**config.mk**
```make
export PLATFORM = sky130hd
export DESIGN_NAME = axis_serializer_credit_tx
export DESIGN_NICKNAME = d
export VERILOG_FILES = /design/src/rtl/noc_link_pkg.sv /design/src/rtl/noc_credit_counter.sv /design/src/rtl/axis_serializer_credit_tx.sv
export SDC_FILE = /design/constraint.sdc
export NUM_CORES = 1
export LEC_CHECK = 0
export CAP_MARGIN = 10
export CORE_MARGIN = 4
export CORE_UTILIZATION = 50
export CTS_BUF_LIST = sky130_fd_sc_hd__clkbuf_16
export DETAILED_ROUTE_END_ITERATION = 6
export PLACE_DENSITY_LB_ADDON = 0.15
export SKIP_CTS_REPAIR_TIMING = 1
export SLEW_MARGIN = 20
export SYNTH_ARGS = -nofsm -noshare
export SYNTH_HDL_FRONTEND = slang
export SYNTH_SLANG_ARGS = --single-unit
export TNS_END_PERCENT = 1
```
**constraint.sdc**
```tcl
create_clock -name clk_noc -period 20.2 [get_ports clk_noc]
set_input_delay 6.06 -clock clk_noc [delete_from_list [all_inputs] [get_ports clk_noc]]
set_output_delay 6.06 -clock clk_noc [all_outputs]
set_load 0.05 [all_outputs]
```
**src/rtl/noc_link_pkg.sv**
```systemverilog
// Shared NoC link definitions: link FSM states and the credit-counter width helper.
package noc_link_pkg;

  // The link holds either no beat (IDLE) or one beat being serialized (SEND).
  typedef enum logic {
    IDLE = 1'b0,
    SEND = 1'b1
  } link_state_e;

  // The count must be able to represent every value from 0 up to depth.
  function automatic int unsigned credit_width(input int unsigned depth);
    return $clog2(depth + 1);
  endfunction

endpackage

```
**src/rtl/noc_credit_counter.sv**
```systemverilog
// Credit counter for a credit-based NoC link. It is shared by the transmit and receive shims.
// Ports: clk/rst (async active-high reset), consume (one flit sent),
//        credit_in (one credit returned), count (credits available),
//        overflow (sticky flag: a credit was returned while the counter was already full).
module noc_credit_counter
  import noc_link_pkg::*;
#(
  parameter int unsigned DEPTH = 8,
  parameter int unsigned WIDTH = credit_width(DEPTH)
) (
  input  logic             clk,
  input  logic             rst,
  input  logic             consume,
  input  logic             credit_in,
  output logic [WIDTH-1:0] count,
  output logic             overflow
);

  localparam logic [WIDTH-1:0] FULL = WIDTH'(DEPTH);

  logic [WIDTH-1:0] count_q, count_d;
  logic             overflow_q, overflow_d;

  // A simultaneous send and return cancel out. A return while the counter is full sets the error flag.
  always_comb begin
    count_d    = count_q;
    overflow_d = overflow_q;
    if (consume && !credit_in) begin
      if (count_q != '0) count_d = count_q - WIDTH'(1);
    end else if (credit_in && !consume) begin
      if (count_q == FULL) overflow_d = 1'b1;
      else                 count_d    = count_q + WIDTH'(1);
    end
  end

  always_ff @(posedge clk or posedge rst) begin
    if (rst) begin
      count_q    <= FULL;
      overflow_q <= 1'b0;
    end else begin
      count_q    <= count_d;
      overflow_q <= overflow_d;
    end
  end

  assign count    = count_q;
  assign overflow = overflow_q;

endmodule

```
**src/rtl/axis_serializer_credit_tx.sv**
```systemverilog
// Splits each AXI-Stream beat into SERIALIZATION_FACTOR flits (1, 2, 4 or 8).
// The least-significant slice is sent first. Flit sends are paced by credits from the downstream buffer.
// Ports: clk_noc/rst_noc (async active-high reset); axis_* slave beat input;
//        data_out/dest_out/is_tail_out/send_out flit output (send_out marks a valid flit);
//        credit_in returned credits; credit_count and credit_overflow give credit status.
module axis_serializer_credit_tx
  import noc_link_pkg::*;
#(
  parameter  int unsigned TDATA_WIDTH          = 128,
  parameter  int unsigned DEST_WIDTH           = 4,
  parameter  int unsigned SERIALIZATION_FACTOR = 4,
  parameter  int unsigned FLIT_BUFFER_DEPTH    = 8,
  localparam int unsigned FLIT_WIDTH           = TDATA_WIDTH / SERIALIZATION_FACTOR,
  localparam int unsigned CREDIT_WIDTH         = credit_width(FLIT_BUFFER_DEPTH)
) (
  input  logic                    clk_noc,
  input  logic                    rst_noc,
  input  logic                    axis_tvalid,
  output logic                    axis_tready,
  input  logic [TDATA_WIDTH-1:0]  axis_tdata,
  input  logic                    axis_tlast,
  input  logic [DEST_WIDTH-1:0]   axis_tdest,
  output logic [FLIT_WIDTH-1:0]   data_out,
  output logic [DEST_WIDTH-1:0]   dest_out,
  output logic                    is_tail_out,
  output logic                    send_out,
  input  logic                    credit_in,
  output logic [CREDIT_WIDTH-1:0] credit_count,
  output logic                    credit_overflow
);

  localparam int unsigned IDX_WIDTH = (SERIALIZATION_FACTOR > 1) ? $clog2(SERIALIZATION_FACTOR) : 1;
  localparam logic [IDX_WIDTH-1:0] LAST_IDX = IDX_WIDTH'(SERIALIZATION_FACTOR - 1);

  link_state_e            state_q, state_d;
  logic [IDX_WIDTH-1:0]   idx_q, idx_d, idx_next;
  logic [TDATA_WIDTH-1:0] beat_q, beat_d;
  logic                   tlast_q, tlast_d;
  logic [DEST_WIDTH-1:0]  dest_q, dest_d;
  logic [FLIT_WIDTH-1:0]  data_out_q, data_out_d;
  logic [FLIT_WIDTH-1:0]  beat_slice [SERIALIZATION_FACTOR];

  logic is_last_idx_c, send_c, last_flit_fire_c, tready_c, accept_c;

  for (genvar g = 0; g < SERIALIZATION_FACTOR; g++) begin : g_slice
    assign beat_slice[g] = beat_q[g*FLIT_WIDTH +: FLIT_WIDTH];
  end

  // Handshake and flit-fire decode. Sends are blocked while the credit count is zero.
  always_comb begin
    is_last_idx_c    = (idx_q == LAST_IDX);
    send_c           = (state_q == SEND) && (credit_count != '0);
    last_flit_fire_c = send_c && is_last_idx_c;
    tready_c         = !rst_noc && ((state_q == IDLE) || last_flit_fire_c);
    accept_c         = axis_tvalid && tready_c;
    idx_next         = is_last_idx_c ? '0 : idx_q + IDX_WIDTH'(1);
  end

  // Next state. data_out_q is pre-loaded with the slice to send next,
  // so after the last flit it keeps showing that flit.
  always_comb begin
    state_d    = state_q;
    idx_d      = idx_q;
    beat_d     = beat_q;
    tlast_d    = tlast_q;
    dest_d     = dest_q;
    data_out_d = data_out_q;
    if (accept_c) begin
      state_d    = SEND;
      idx_d      = '0;
      beat_d     = axis_tdata;
      tlast_d    = axis_tlast;
      dest_d     = axis_tdest;
      data_out_d = axis_tdata[FLIT_WIDTH-1:0];
    end else if (send_c) begin
      idx_d = idx_next;
      if (is_last_idx_c) state_d    = IDLE;
      else               data_out_d = beat_slice[idx_next];
    end
  end

  always_ff @(posedge clk_noc or posedge rst_noc) begin
    if (rst_noc) begin
      state_q    <= IDLE;
      idx_q      <= '0;
      beat_q     <= '0;
      tlast_q    <= 1'b0;
      dest_q     <= '0;
      data_out_q <= '0;
    end else begin
      state_q    <= state_d;
      idx_q      <= idx_d;
      beat_q     <= beat_d;
      tlast_q    <= tlast_d;
      dest_q     <= dest_d;
      data_out_q <= data_out_d;
    end
  end

  noc_credit_counter #(
    .DEPTH (FLIT_BUFFER_DEPTH),
    .WIDTH (CREDIT_WIDTH)
  ) u_credit (
    .clk       (clk_noc),
    .rst       (rst_noc),
    .consume   (send_c),
    .credit_in (credit_in),
    .count     (credit_count),
    .overflow  (credit_overflow)
  );

  assign axis_tready = tready_c;
  assign send_out    = send_c;
  assign is_tail_out = last_flit_fire_c && tlast_q;
  assign data_out    = data_out_q;
  assign dest_out    = dest_q;

endmodule
```
==> impl_metrics.toml, run 1 <==
[finish]
final_cells = 1133
drive_above_1_share_pct = 7.725
fillers = 1213
post-route-util_pct = 65.97
nets = 1077
area_growth_pct = 29.94
n_antenna_cell = 0

[sta]
rsz0062_at_grt = "false"
fin_crit_sh_pct = 67.46
setup_violations = 0
skew_ns = 0.008710
fin_crit_ns = 13.63
hold_viol = 0
timing.hold.ws_ns = 0.4721
tightest_slew_ns = 1.080
maxSlewHeadroom_pct = 27.99
setup_tns_ns = 0
drv_slew = 0
fmax_mhz = 73.38

[setup_path]
r2r_cells = 7
cp_common_cell = "clkdlybuf4s50_1"
worstSetupStartpointType = "primary input"
crit_slowest_cell = "clkdlybuf4s50_1"
required_ns = 14.14
cp.arrival_ns = 7.57
crit_chain = "clkdlybuf4s50_1 > a21oi_1 > clkdlybuf4s50_1"
cp_top_family = "buffers and inverters"
cp_num_buf_inv = 2
critPathCaptureType = "output pin"
rrSetupSlack_ns = 16.35
path_class = "in -> out"
r2r_start = "idx_q[0]"
r2r-end = "data_out[24]"
crit_fanout = 3
cpPeakStageDelay_ns = 0.83

[hold_path]
hold_end = "beat_q[99]"
min_path_type = "reg -> reg"
worstHoldStart = "beat_q[99]"
holdPathStages = 2

[power_and_ir_drop]
p_leak_uw = 0.004861
seqPwrFrac_pct = 36.9
pwr-share-clk_pct = 17.2
intPower_uw = 1030
finalPower_uw = 1701
p_sw_uw = 670.8
switching_share_pct = 39.43
comb_power_share_pct = 45.9
powerDensity_nw_per_um2 = 170.3
ir_drop_uv = 81.90

[placed_design]
place_inst = 1104
gp_congestion = 0.8164
dp_hpwl_um = 11780
portBuffers = 180

[global_routing]
grt_max_degree = 112
grt_antenna_before_repair = 1
overflow = 0
grt_pass1_wl_um = 30210
grt.total_usage_pct = 21.36
first_global_vias = 6156

[synth]
ys_seq_area_share_pct = 56.31
synth_nets = 922
syn_avg_cell_area_um2 = 9.859
synth.area.top_cells = "dfrtp_1, nand2_1, mux4_2"
syn_inst = 780
synth_area_um2 = 7690
synth_top_area_share_pct = 55.97
ys_ff_latch = 173
netlist-cell-type-count = 34
yosysTopAreaCell = "dfrtp_1"
ys_warn_count = 0

[detailed_routing]
drt_iter0_drc = 346
detail-route-antenna-nets = 0
drc_errors = 0
dr.pass1.iters = 6
wirelength_um = 17760
via_count = 5924
wl_per_cell_um = 15.67
routed_via_density = 5.229

[cts]
cts.sinks = 173
cts-root-buf = "clkbuf_16"
clock_latency_ns = 0.43
cts_tree = "yes"
clock_path_buffers = 2
cts.htree.levels = 4
cts_buffers = 17
path_clk_slew_ns = 0.06

[floorplan]
rows = 45
initial_utilization_pct = 50.77
dieHeight_um = 132.0
pin_count = 181
core_um2 = 15150
fp.dieArea_um2 = 17430
die_w_um = 132.0

[run]
drv_cap = 0

[run_status]
status = "finished clean"
[power by group through the flow]
stage | combinational (µW) | sequential [µW] | clock (µW)
6_report | 781 | 628 | 293
5_1_grt | 858 | 651 | 313
4_1_cts | 794 | 628 | 299
3_5_place_dp | 789 | 633 | 0
3_3_place_gp | 771 | 623 | 0
2_1_floorplan | 490 | 724 | 0
[cells in the mapped netlist, drive strengths merged]
library cell,n
dfrtp,172
nor2,11
and3,1
or3b,1
or4,1
mux4,32
nand2b,4
o41ai,1
o21ai,24
and3b,1
or3,1
a41o,1
nand3b,1
ha,5
a21o,1
xor2,2
a31oi,10
a21oi,8
nand2,418
a22oi,1
nor4,1
mux2,1
inv,4
nor3,1
xnor2,3
nand3,1
buf,40
dfstp,1
clkbuf,10
mux2i,22
[area by class of cell]
cell class	count	area [µm²]	share of cell area, %
clock buffer	17	425.4	4.257
clock inverter	12	86.33	0.8640
inverter	4	20.02	0.2004
multi-input combinational	553	3047	30.49
sequential	173	4332	43.35
tap	188	235.2	2.354
timing repair buffer	186	1847	18.48
[registers in the layout, indices dropped and copies added (netlist names)]
register and flops:
tlast_q 1, dest_out 4, state_q 1, u_credit.count 4, idx_q 2, beat_q 128, u_credit.overflow 1, data_out 32
[per-layer routing]
layer	part of all wire (%)	track usage (%)	routed length, µm	vias to the layer above
li1	-	-	-	2817
met1	44	28.77	7859	2883
met2	47	33.52	8371	188
met3	6.2	5.267	1094	34
met4	2.3	8.751	417	2
met5	0.073	0	13	-
[worst register-to-register path, stage by stage (launching register included)]
cell     delay (ns)
dfrtp_2        1.00
ha_2           0.37
o41ai_2        0.14
a21oi_4        0.47
buf_4          0.51
buf_4          0.80
nand2_1        0.24
a31oi_1        0.23
[layout by cell type (no fill, tap or decap), types with 2 or more instances in the layout]
cell,count
nand2_1,418
clkdlybuf4s50_1,180
dfrtp_1,171
mux4_2,32
mux2i_1,22
o21ai_1,20
clkbuf_16,17
nor2_1,11
a31oi_1,10
a21oi_1,7
inv_1,6
buf_4,6
o21ai_0,4
ha_1,4
nand2b_1,3
xnor2_1,3
clkinvlp_4,3
clkinv_2,3
xor2_1,2
clkinv_1,2
[cells by family (layout without fill, tap and decap cells)]
logic type	Yosys count	count (layout)	share of synthesized area [%]
multiplexers	55	55	12.38
buffers and inverters	54	219	4.377
AND/OR/NAND/NOR	442	442	22.11
AO/OA/AOI/OAI	46	46	3.433
XOR/XNOR	5	5	0.5696
adder cells (fa/ha/maj)	5	5	0.8135
flip-flops	173	173	56.31
[worst max path at each step]
stage | start | endpoint | slack, ns | depth (start not counted)
after floorplan | rst_noc | axis_tready | 7.32 | 1
after global placement | rst_noc | axis_tready | 6.60 | 3
after detailed placement | rst_noc | axis_tready | 6.58 | 3
after CTS | rst_noc | axis_tready | 6.58 | 3
after global routing | rst_noc | axis_tready | 6.54 | 3
final | rst_noc | axis_tready | 6.57 | 3
[per-stage QoR]
step	worst slack [ns]	instance area, µm²
after floorplan	7.320	7690
after global placement	6.604	9480
after detailed placement	6.576	9480
after CTS	6.578	9992
after global routing	6.540	9992
final	6.572	9992
Power figures use the tool's default switching activity.
==> run 2, diff against run 1 <==
--- a/config.mk
+++ b/config.mk
@@ -7,7 +7,7 @@
 export LEC_CHECK = 0
 export CAP_MARGIN = 10
 export CORE_MARGIN = 4
-export CORE_UTILIZATION = 50
+export CORE_UTILIZATION = 45
 export CTS_BUF_LIST = sky130_fd_sc_hd__clkbuf_16
 export DETAILED_ROUTE_END_ITERATION = 6
 export PLACE_DENSITY_LB_ADDON = 0.15
==> constraint.sdc (replaced) <==
create_clock -name clk_noc -period 11.9 [get_ports clk_noc]
set_input_delay 3.57 -clock clk_noc [delete_from_list [all_inputs] [get_ports clk_noc]]
set_output_delay 3.57 -clock clk_noc [all_outputs]
set_load 0.05 [all_outputs]
==> run 2 against run 1 <==
  * Critical path depth did not move
  * Die area is 10% higher
  * Setup slack worse by 3.3 ns
  * Clock power is 110% higher
  * Hold slack worse by 0.0027 ns
  * Combinational power is 69% higher
  * Non-clock buffer count did not move
==> impl_metrics.toml, run 2 (synthesis results as in run 1) <==
[setup_path]
path_class = "in -> out"
required_ns = 8.33
worstSetupStartpointType = "primary input"
crit_fanout = 3
critPathCaptureType = "output pin"
cp.arrival_ns = 5.07
cpPeakStageDelay_ns = 0.82
crit_chain = "clkdlybuf4s50_1 > a21oi_1 > clkdlybuf4s50_1"
cp_common_cell = "clkdlybuf4s50_1"
crit_slowest_cell = "clkdlybuf4s50_1"
r2r_cells = 5

[detailed_routing]
via_count = 5778
wl_per_cell_um = 15.32
wirelength_um = 17900
detail-route-antenna-nets = 0
dr.pass1.iters = 5
drt_iter0_drc = 279
routed_via_density = 4.947
drc_errors = 0

[hold_path]
min_path_type = "reg -> reg"
holdPathStages = 2

[sta]
hold_viol = 0
fin_crit_sh_pct = 72.57
drv_slew = 0
fin_crit_ns = 8.636
skew_ns = 0.01124
tightest_slew_ns = 1.004
rsz0062_at_grt = "false"
setup_tns_ns = 0
setup_violations = 0
maxSlewHeadroom_pct = 33.04
fmax_mhz = 115.8

[cts]
cts_buffers = 17
cts.sinks = 173
clock_latency_ns = 0.42
cts-root-buf = "clkbuf_16"
cts_tree = "yes"
path_clk_slew_ns = 0.06
cts.htree.levels = 4
clock_path_buffers = 2

[placed_design]
dp_hpwl_um = 11550
gp_congestion = 0.7452
portBuffers = 180

[finish]
nets = 1077
regArea_um2 = 4332
fillers = 1383
area_growth_pct = 32.20
largest_reg_flops = 128
n_antenna_cell = 0
multi_input_area_um2 = 3047
mostFrequentLayoutCells = "nand2_1, clkdlybuf4s50_1, dfrtp_1, mux4_2, mux2i_1"
top_register = "beat_q"
post-route-util_pct = 61.09
drive_above_1_share_pct = 8.228
final_common_cell = "nand2_1"

[floorplan]
die_w_um = 138.7
initial_utilization_pct = 46.21
pin_count = 181
dieHeight_um = 138.7
rows = 47
core_um2 = 16640
fp.dieArea_um2 = 19240

[run]
drv_cap = 0

[global_routing]
overflow = 0
grt_antenna_before_repair = 0
grt_pass1_wl_um = 30120
grt.total_usage_pct = 19.15
grt_max_degree = 109
first_global_vias = 5928

[power_and_ir_drop]
ir_drop_uv = 143.1
powerDensity_nw_per_um2 = 294.2
p_leak_uw = 0.004917

[run_status]
status = "finished clean"
==> run 2: final timing paths <==
path	start	endpoint	slack [ns]
max	rst_noc	axis_tready	3.26
min	beat_q[7]	beat_q[7]	0.47
max reg2reg	idx_q[0]	data_out[0]	8.68
min reg2reg	beat_q[7]	beat_q[7]	0.47
max in group asynchronous	rst_noc	idx_q[0]	6.59
min in group asynchronous	rst_noc	data_out[28]	3.80
==> run 2: area by class of cell <==
class	count	share of cell area, %
clock buffer	17	4.185
timing repair buffer	186	18.17
sequential	173	42.61
inverter	4	0.1969
clock inverter	15	2.166
tap	220	2.708
multi-input combinational	553	29.97
==> run 2: power breakdown <==
group / switching, µW / internal (µW) / total [µW]
registers: 191 / 874 / 1060
clock network: 231 / 373 / 604
logic: 726 / 596 / 1320
total: 1150 / 1840 / 2990
==> run 2: through the flow <==
step           worst slack (ns)  instance area (µm²)  hold WS (ns)  total power, µW  cells
6_report                  3.264                10170        0.4693             2991   1168
5_1_grt                   3.247                10170        0.4884             3197   1168
3_3_place_gp              3.292                 9520        0.4517             2383   1136
3_5_place_dp              3.271                 9520        0.4579             2415   1136
2_1_floorplan             3.643                 7690        0.4379             2061    780
4_1_cts                   3.266                10170        0.4730             3030   1168
==> run 2: worst max-delay path: cells and delay by family <==
family	cells	cell delay, ns
buffers and inverters	2	1.32
AOI/OAI and AO/OA	1	0.17
==> run 2: layer usage <==
layer	up-vias	routed length, µm	GRT usage (%)
li1	2827	-	-
met1	2775	8152	26.59
met2	166	8375	29.60
met3	10	1192	6.000
met4	0	178	5.046
met5	-	0	0
